$ cat config.mk
export PLATFORM = sky130hd
export DESIGN_NAME = cs_approx_avg_win
export DESIGN_NICKNAME = d
export VERILOG_FILES = /design/src/rtl/cs_approx_avg_win.sv
export SDC_FILE = /design/constraint.sdc
export NUM_CORES = 1
export LEC_CHECK = 0
export CAP_MARGIN = 20
export CORE_MARGIN = 2
export CORE_UTILIZATION = 51
export CTS_BUF_LIST = sky130_fd_sc_hd__clkbuf_4
export CTS_CLUSTER_DIAMETER = 200
export DETAILED_ROUTE_END_ITERATION = 10
export HOLD_SLACK_MARGIN = 0.02
export PLACE_DENSITY = 0.74
export SETUP_SLACK_MARGIN = 0.3
export SYNTH_ARGS = -nofsm -noshare
export SYNTH_HDL_FRONTEND = slang
export SYNTH_SLANG_ARGS = --single-unit
$ cat constraint.sdc
create_clock -name clk -period 46.6 [get_ports clk]
set_input_delay 9.32 -clock clk [delete_from_list [all_inputs] [get_ports clk]]
set_output_delay 9.32 -clock clk [all_outputs]
set_load 0.02 [all_outputs]
$ cat src/rtl/cs_approx_avg_win.sv
// Streaming approximate-average filter over a sliding window of the last WIN samples.
// Latency: sample accepted at edge k -> Y/out_valid registered at edge k+1.
// No backpressure: in_valid qualifies each sample, out_valid pulses once per full-window accept.
module cs_approx_avg_win #(
  parameter int DW    = 8,
  parameter int WIN   = 9,
  parameter int SHIFT = 3,
  parameter int OW    = 10
) (
  input  logic          clk,
  input  logic          reset,
  input  logic          clr,
  input  logic          in_valid,
  input  logic [DW-1:0] X,
  input  logic          mode,
  output logic          out_valid,
  output logic [OW-1:0] Y
);

  // Sum needs DW + clog2(WIN) bits; the fill counter must reach WIN itself.
  localparam int SW = DW + $clog2(WIN);
  localparam int CW = $clog2(WIN + 1);
  localparam logic [SW-1:0] WIN_S  = SW'(WIN);
  localparam logic [SW:0]   WIN_S1 = (SW + 1)'(WIN);
  localparam logic [CW-1:0] WIN_C  = CW'(WIN);
  localparam longint MAX_Y = (longint'(2) * WIN * ((longint'(1) << DW) - 1)) >> SHIFT;

  // Reject parameter sets the datapath cannot represent.
  generate
    if (WIN < 2 || WIN > 32) begin : g_bad_win
      $error("cs_approx_avg_win: WIN must be in 2..32");
    end
    if (MAX_Y >= (longint'(1) << OW)) begin : g_bad_ow
      $error("cs_approx_avg_win: OW too narrow for the largest output");
    end
  endgenerate

  logic [DW-1:0] win [WIN];
  logic [SW-1:0] sum;
  logic [CW-1:0] fill;
  logic [CW-1:0] fill_nxt;
  logic          pend;
  logic          accept;
  logic [DW-1:0] appr;
  logic [SW:0]   total;
  logic [SW:0]   shifted;
  logic [OW-1:0] y_nxt;

  // clr always wins over a simultaneous sample.
  assign accept   = in_valid & ~clr;
  assign fill_nxt = (fill == WIN_C) ? fill : fill + 1'b1;

  // Window shift register: win[0] is newest, win[WIN-1] is the sample about to drop out.
  always_ff @(posedge clk or negedge reset) begin
    if (!reset) begin
      for (int i = 0; i < WIN; i++) win[i] <= '0;
    end else if (clr) begin
      for (int i = 0; i < WIN; i++) win[i] <= '0;
    end else if (accept) begin
      win[0] <= X;
      for (int i = 1; i < WIN; i++) win[i] <= win[i-1];
    end
  end

  // Running sum, fill count and stage-2 request. Unfilled slots hold 0, so
  // subtracting the outgoing slot is correct even before the window is full.
  always_ff @(posedge clk or negedge reset) begin
    if (!reset) begin
      sum  <= '0;
      fill <= '0;
      pend <= 1'b0;
    end else if (clr) begin
      sum  <= '0;
      fill <= '0;
      pend <= 1'b0;
    end else if (accept) begin
      sum  <= sum + SW'(X) - SW'(win[WIN-1]);
      fill <= fill_nxt;
      pend <= (fill_nxt == WIN_C);
    end else begin
      pend <= 1'b0;
    end
  end

  // Divider-free mean compare: x <= mean  <=>  x*WIN <= sum (and likewise for >=).
  // Floor starts from 0 and ceil from all-ones; both sets are never empty, so the
  // seed is always replaced by (or equal to) a real window sample.
  always_comb begin
    appr = mode ? '1 : '0;
    for (int i = 0; i < WIN; i++) begin
      if (!mode && ((SW'(win[i]) * WIN_S) <= sum) && (win[i] >= appr)) appr = win[i];
      if (mode && ((SW'(win[i]) * WIN_S) >= sum) && (win[i] <= appr)) appr = win[i];
    end
    total   = {1'b0, sum} + ((SW + 1)'(appr) * WIN_S1);
    shifted = total >> SHIFT;
    y_nxt   = OW'(shifted);
  end

  // Output register: Y only moves on a result, otherwise holds until reset.
  always_ff @(posedge clk or negedge reset) begin
    if (!reset) begin
      out_valid <= 1'b0;
      Y         <= '0;
    end else begin
      out_valid <= pend;
      if (pend) Y <= y_nxt;
    end
  end

endmodule

==> results.yml, run 1 <==
cts:
  clock_latency_ps: 530
  root_buffer: "clkbuf_4"
  cts.clk_slew.worst_paths_ps: 160
  hold_buffers: 0
  cts_buffers: 9
  cts_tree: "done"
  cts.sinks: 100
  clock_path_buffers: 2
  htree_levels: 3
synth:
  syn_inst: 1899
  synth_nets: 2295
  ys_ff_latch: 100
  async_flop_share_pct: 100
  ys_seq_area_share_pct: 15.8
  synth_ff_type: "dfrtp_1"
  syn-cell-area_sq_um: 15900
  synth_top_cell_by_area: "ha_1"
  synth.top_cell.area_share_pct: 28.5
  synthMuxAreaShare_pct: 10.3
  synth_fa_ha_area_share_pct: 31.3
  synth_warnings: 0
  synth_compound_area_share_pct: 17.7
  synthTopCellsByArea: "ha_1 28%, dfrtp_1 16%, mux2i_1 6.6%, inv_1 5.6%, a21oi_1 4.5%"
  synth-simple-area-share_pct: 14.6
  syn_area_per_cell_sq_um: 8.35
  synth_edf_count: 0
  synth_top_family_by_area: "adder cells"
  synthXorXnorAreaFrac_pct: 3.48
  ys_types: 83
grt:
  antenna_found_initial: 1
  first_global_vias: 13800
  grt_util_all_layers_pct: 25.5
  grt_pass1_wl_mm: 68.4
  grt_max_degree: 90
  grt.overflow.total: 0
worst_setup_path:
  crit_path_top_delay_cell: "or4_1"
  cpPeakStageDelay_ps: 510
  crit_top_cell: "ha_1"
  end_kind: "flip-flop"
  crit_fanout: 22
  critPathLaunchType: "input port"
  path_class: "in2reg"
  worst_ep_required_time_ps: 47060
  arrival_ps: 44640
sta:
  worst_pin_slew_ps: 1030
  final_hold_viol_count: 0
  fin_crit_sh_pct: 94.8
  skew_ps: 21.5
  finalMaxSlewViolations: 0
  holdWs_ps: 514
  min_period_ps: 44180
  rsz0062_at_grt: "false"
  clock.fmax_ghz: 0.0226
  setup_viol_count_final: 0
  finalWorstSetupSlack_ps: 2420
  slew-limit-headroom_pct: 30.5
layout:
  final_cell_mix: "361 x ha_1, 235 x inv_1, 154 x nor2_1, 139 x a21oi_1, 106 x nand2_1"
  final_core_util_pct: 55.8
  drive_gt1_share_pct: 8.61
  fillCellCount: 2748
  syn2layout_area_growth_pct: 7.59
  final_common_cell: "ha_1"
  fin_nets: 2318
  final_area_sq_um: 17100
route:
  drt_wl_total_mm: 42.7
  drt_iter0_drc: 1141
  drt-pass1-iter-count: 8
  via_per_inst: 6.08
  ant_nets: 0
  wl_per_cell_microns: 18.4
  via_count: 14100
  drc_errors: 0
die:
  initial_core_util_pct: 51.8
  coreArea_sq_um: 30600
  die-area_sq_um: 32500
  ios: 24
  die_h_microns: 180
  num_rows: 64
  fp.dieW_microns: 180
hold_path:
  hold_class: "reg2reg"
place:
  hpwl_mm: 31.4
  place_area_sq_um: 16500
  gp_congestion: 0.976
  numPortBuffers: 23
  place_ws_ps: -1150
pwr:
  p_per_area_nw_per_um2: 67.5
  leakage_nw: 9.14
  peakVddDrop_v: 0.000111
run_status:
  status: "finished clean"
job:
  cap_violations: 0
==> routing by layer <==
layer	vias to the layer above	track usage, %	wire length (microns)
li1	6850	-	-
met1	6745	34.3	19400
met2	444	42.4	19500
met3	93	3.31	2530
met4	0	8.10	1170
met5	-	0	0
==> metrics by stage <==
stage	setup TNS, ps	total power (W)	cells
final	0	0.00115	2324
after global placement	0	0.00100	2287
after floorplan	0	0.000822	1899
after global routing	0	0.00128	2324
after CTS	0	0.00110	2303
after detailed placement	-8530	0.00103	2287
==> what timing repair did <==
item | CTS | global route
setup endpoints to repair | 10 | 10
pin swaps | 0 | 10
gates cloned | 0 | 2
setup buffers | 0 | 17
resized for setup | 6 | 52
==> cell families after synthesis <==
family                     after synthesis
and+or+nand+nor                        472
DFF                                    100
AOI/OAI and AO/OA                      438
muxes                                  156
adders and majority gates              384
xor gates and xnor gates                63
buffers and inverters                  286
==> cells in the mapped netlist (35+ instances only) <==
master and count:
inv_1 236, a21oi_1 143, ha_1 361, xnor2_1 50, dfrtp_1 100, mux2i_1 105
clkbuf_1 36, a21o_1 72, nor2_1 157, nand4_1 35, o21ai_0 95, nand2_1 111
mux2_2 49
==> worst max-delay path, delay by kind of cell <==
family                   cells  cell delay (ps)
buffers and inverters       18             1980
adder cells (fa/ha/maj)     21             5920
multiplexers                11             3390
AND/OR/NAND/NOR             57             9250
AO/OA/AOI/OAI               84            14750
==> path summary, 6_finish.rpt <==
| check | startpoint | to | slack (ps) | depth (start not counted) |
|---|---|---|---|---|
| worst max-delay path | mode | Y[8] | 2420 | 191 |
| worst min-delay path | Y[7] | Y[7] | 510 | 2 |
| worst max register to register | win[68] | Y[8] | 8910 | 200 |
| worst min register to register | Y[7] | Y[7] | 510 | 2 |
| max in group asynchronous | reset | win[61] | 36890 | 3 |
| min in group asynchronous | reset | win[12] | 8670 | 1 |
==> power by group <==
part | switching [W] | total (W) | internal (W)
clock network | 0.0000357 | 0.0000588 | 0.0000230
logic | 0.000577 | 0.000994 | 0.000417
registers | 0.00000643 | 0.0000982 | 0.0000917
total | 0.000619 | 0.00115 | 0.000532
==> final cells by class <==
class	instances	area, sq um	share of cell area (%)
diodes	1	2.50	0.0147
clock buffers	10	75.1	0.440
inverters	236	890	5.22
well taps	396	495	2.91
repair inverters	1	7.51	0.0440
flip-flops and latches	100	2500	14.7
multi-input cells	1514	12500	73.1
repair buffers	60	529	3.10
clock inverters	6	93.8	0.550
==> registers in the layout (all words and copies together) (netlist names) <==
name and cells:
sum 12, Y 10, pend 1, fill 4
out_valid 1, win 72
Power figures use the tool's default switching activity.
==> run 2: changes to the inputs <==
- GPL_TIMING_DRIVEN: not set -> 0
==> run 2 against run 1 <==
- combinational power up 5%
- die area unchanged
- sequential power up 0.5%
- total power up 3.4%
- core utilization up 1.2 points
- critical endpoint unchanged
- highest routed layer unchanged
==> results.yml, run 2 (synthesized netlist as in run 1, its figures left out) <==
run_status:
  status: "finished clean"
sta:
  fin_crit_sh_pct: 96.2
  slew-limit-headroom_pct: 36.7
  worst_pin_slew_ps: 950
  final_hold_viol_count: 0
  holdWs_ps: 414
  min_period_ps: 44850
  finalMaxSlewViolations: 0
  clock.fmax_ghz: 0.0223
  setup_viol_count_final: 0
  skew_ps: 23.4
hold_path:
  hold_class: "reg2reg"
  hold_depth: 0
  hold_start: "pend"
  hold_end: "out_valid"
route:
  via_count: 14200
  drt-pass1-iter-count: 5
  drt_wl_total_mm: 43.6
  via_per_inst: 5.98
  ant_nets: 0
  drc_errors: 0
  drt_iter0_drc: 907
  wl_per_cell_microns: 18.4
layout:
  final_cell_mix: "360 x ha_1, 235 x inv_1, 152 x nor2_1, 128 x a21oi_1, 107 x nand2_1"
  syn2layout_area_growth_pct: 9.86
  fillCellCount: 2753
  regMostFlops: "win"
  reg.largest.list: "win x72, sum x12, Y x10"
  final_cell_count_no_fill: 2370
  largest_register_ffs: 72
  fin_nets: 2364
  final_common_cell: "ha_1"
  drive_gt1_share_pct: 10.5
  final_core_util_pct: 56.9
  final_area_sq_um: 17400
die:
  initial_core_util_pct: 51.8
  fp.dieW_microns: 180
  die-area_sq_um: 32500
  ios: 24
  coreArea_sq_um: 30600
  die_h_microns: 180
  num_rows: 64
worst_setup_path:
  startpoint: "mode"
  reg2reg_to: "Y[8]"
  worst_ep_required_time_ps: 47070
  critical_path_buf_inv_count: 28
  cpPeakStageDelay_ps: 590
  crit_top_cell: "ha_1"
  r2r_cells: 203
  path_class: "in2reg"
  ff2ff_setup_slack_ps: 8380
  crit_fanout: 10
  crit_family: "compound AO/OA/AOI/OAI gates"
  end_kind: "flip-flop"
  crit_path_top_delay_cell: "nor4_1"
  r2r-start: "win[65]"
  critPathLaunchType: "input port"
  arrival_ps: 45320
cts:
  cts.clk_slew.worst_paths_ps: 190
  clock_path_buffers: 2
  clock_latency_ps: 510
  htree_levels: 3
  hold_buffers: 0
  cts_buffers: 9
  cts.sinks: 100
  cts_tree: "done"
  root_buffer: "clkbuf_4"
grt:
  grt_pass1_wl_mm: 69.8
  grt_util_all_layers_pct: 26.0
  grt.overflow.total: 0
  grt_max_degree: 59
  antenna_found_initial: 1
  first_global_vias: 13900
job:
  cap_violations: 0
pwr:
  leakage_nw: 9.25
  peakVddDrop_v: 0.000110
  p_per_area_nw_per_um2: 68.4
place:
  hpwl_mm: 32.7
  place_area_sq_um: 16600
  numPortBuffers: 21
  place_inst: 2317
  gp_congestion: 0.914
-- run 2: where the power goes --
group | switching [W] | internal [W] | total, W
clock network | 0.0000363 | 0.0000117 | 0.0000480
registers | 0.00000701 | 0.0000917 | 0.0000987
logic | 0.000592 | 0.000451 | 0.00104
total | 0.000636 | 0.000555 | 0.00119
-- run 2: how the worst max path moves through the flow --
| stage | end | cells past startpoint |
|---|---|---|
| 2_1_floorplan | Y[8] | 195 |
| 3_3_place_gp | Y[8] | 194 |
| 3_5_place_dp | Y[8] | 194 |
| 4_1_cts | Y[8] | 201 |
| 5_1_grt | Y[8] | 197 |
| 6_report | Y[8] | 194 |
-- run 2: area by class of cell --
type | count | area, sq um | area share [%]
multi-input cells | 1513 | 12600 | 72.6
flip-flops and latches | 100 | 2500 | 14.4
inverters | 236 | 890 | 5.11
well taps | 396 | 495 | 2.85
repair buffers | 57 | 493 | 2.83
plain buffers | 50 | 260 | 1.49
clock buffers | 9 | 67.6 | 0.388
clock inverters | 7 | 60.1 | 0.345
repair inverters | 1 | 7.51 | 0.0431
diodes | 1 | 2.50 | 0.0144
-- run 2: per-stage QoR --
stage	setup WS, ps	TNS, ps	total power, W
finish	1750	0	0.00119
global route	-189	-464	0.00132
CTS	319	0	0.00109
detailed placement	-4290	-39820	0.00102
global placement	-3350	-30410	0.000992
floorplan	2590	0	0.000822
-- run 2: repair_timing --
action | CTS | global route
endpoints found under the setup margin | 10 | 10
gates resized for setup | 38 | 117
gates cloned | 1 | 0
pin swaps | 6 | 20
buffers inserted | 11 | 24
-- run 2: routing by layer --
metal / global-route usage (%) / up-vias / wire (microns)
li1: - / 6900 / -
met1: 33.1 / 6777 / 19200
met2: 46.1 / 397 / 21200
met3: 2.57 / 98 / 1980
met4: 8.52 / 0 / 1280
met5: 0 / - / 0
==> run 3: changes to the inputs <==
- CTS_CLUSTER_SIZE: not set -> 24
- SETUP_SLACK_MARGIN: 0.3 -> not set
==> run 3 against run 2 <==
- die area stayed put
- via count is 0.35% lower
- clock skew is 0.86 ps higher
- setup slack better by 29 ps
- critical endpoint unchanged
==> results.yml, run 3 (synthesized netlist as in run 1, its figures left out) <==
die:
  num_rows: 64
  ios: 24
  coreArea_sq_um: 30600
  fp.dieW_microns: 180
  initial_core_util_pct: 51.8
  die_h_microns: 180
  die-area_sq_um: 32500
worst_setup_path:
  critPathLaunchType: "input port"
  crit_path_top_delay_cell: "a2111oi_4"
  crit_family: "compound AO/OA/AOI/OAI gates"
  critical_path_buf_inv_count: 25
  cpPeakStageDelay_ps: 580
  crit_top_cell: "ha_1"
  crit_fanout: 10
  end_kind: "flip-flop"
  arrival_ps: 45290
  path_class: "in2reg"
  worst_ep_required_time_ps: 47070
job:
  cap_violations: 0
layout:
  regMostFlops: "win"
  largest_register_ffs: 72
  drive_gt1_share_pct: 9.68
  final_cell_mix: "361 x ha_1, 235 x inv_1, 152 x nor2_1, 130 x a21oi_1, 108 x nand2_1"
  syn2layout_area_growth_pct: 9.16
  fin_nets: 2354
  reg.largest.list: "win x72, sum x12, Y x10"
  fillCellCount: 2763
  final_area_sq_um: 17300
  final_common_cell: "ha_1"
  final_cell_count_no_fill: 2360
grt:
  grt_max_degree: 59
  antenna_found_initial: 1
  grt.overflow.total: 0
  grt_pass1_wl_mm: 69.8
  grt_util_all_layers_pct: 26.0
  first_global_vias: 13900
pwr:
  peakVddDrop_v: 0.000113
  leakage_nw: 9.20
  p_per_area_nw_per_um2: 67.0
run_status:
  status: "finished clean"
sta:
  fin_crit_sh_pct: 96.2
  worst_pin_slew_ps: 926
  slew-limit-headroom_pct: 38.3
  skew_ps: 24.3
  clock.fmax_ghz: 0.0223
  min_period_ps: 44820
  finalMaxSlewViolations: 0
  final_hold_viol_count: 0
  setup_viol_count_final: 0
route:
  drt-pass1-iter-count: 5
  via_count: 14100
  drt_iter0_drc: 895
  ant_nets: 0
  drc_errors: 0
  drt_wl_total_mm: 43.3
  via_per_inst: 5.98
  wl_per_cell_microns: 18.3
cts:
  cts.clk_slew.worst_paths_ps: 190
  cts.sinks: 100
  cts_tree: "done"
  htree_levels: 3
  root_buffer: "clkbuf_4"
  cts_buffers: 9
  clock_latency_ps: 510
  clock_path_buffers: 2
  hold_buffers: 0
place:
  place_area_sq_um: 16600
  place_inst: 2317
  numPortBuffers: 21
  gp_congestion: 0.914
  hpwl_mm: 32.7
hold_path:
  hold_class: "reg2reg"
==> run 3: cell count changes in the layout (fill, tap and decap cells not counted), sizes merged <==
cell	change
buf	-13
clkbuf	+3
==> run 3: stage by stage <==
stage	setup WS (ps)	util, %	TNS, ps	hold WS, ps	power [W]
2_1_floorplan	2590	-	0	352	0.000822
3_5_place_dp	-4290	54.2	-39820	385	0.00102
6_report	1780	56.6	0	422	0.00116
3_3_place_gp	-3350	54.1	-30410	397	0.000992
4_1_cts	19.2	55.2	0	420	0.00109
5_1_grt	-333	56.6	-1180	424	0.00129
==> run 3: report_power, final <==
part | switching [W] | internal [W] | leakage [nW] | total, W
Combinational | 0.000579 | 0.000434 | 7.78 | 0.00101
Sequential | 0.00000701 | 0.0000917 | 1.36 | 0.0000987
Clock | 0.0000361 | 0.0000117 | 0.0607 | 0.0000478
==> run 3: repair_timing <==
action                     4_1_cts  5_1_grt
gates cloned                     0        1
setup endpoints to repair       10       10
resized for setup               35       95
pin swaps                        6       17
buffers inserted                11       17
==> run 3: cell type report <==
cell class | count | area [sq um] | area share (%)
Buffer | 47 | 241 | 1.40
Clock inverter | 7 | 60.1 | 0.347
Tap cell | 396 | 495 | 2.86
Sequential cell | 100 | 2500 | 14.5
Multi-Input combinational cell | 1513 | 12600 | 72.8
Antenna cell | 1 | 2.50 | 0.0145
Timing Repair Buffer | 50 | 440 | 2.55
Clock buffer | 9 | 67.6 | 0.390
Timing Repair inverter | 1 | 5.00 | 0.0289
Inverter | 236 | 890 | 5.14
==> run 3: path summary, 6_finish.rpt <==
kind                          from   endpoint  slack (ps)  cells after the start
setup / recovery              mode       Y[8]        1780                    194
hold / removal                pend  out_valid         420                      0
setup reg to reg           win[65]       Y[8]        8440                    203
hold reg to reg               pend  out_valid         420                      0
max in group asynchronous    reset    win[53]       37090                      2
min in group asynchronous    reset       Y[8]        8800                      1
==> run 3: worst reg2reg max path: cells and delay by family, from the launching register on <==
family                   cells  cell delay [ps]
AO/OA/AOI/OAI               80            14430
AND/OR/NAND/NOR             61             9830
adder cells (fa/ha/maj)     24             6890
multiplexers                11             3170
buffers and inverters       26             3090
flip-flops                   1              570
XOR/XNOR                     1              150
==> run 3: metal layers <==
layer  part of all wire (%)  up-vias  wire length, microns  global-route usage, %
li1                       -     6902                     -                      -
met1                     45     6769                 19300                   33.0
met2                     48      356                 20900                   46.1
met3                    4.2       95                  1820                   2.57
met4                    2.9        0                  1260                   8.52
met5                      0        -                     0                      0
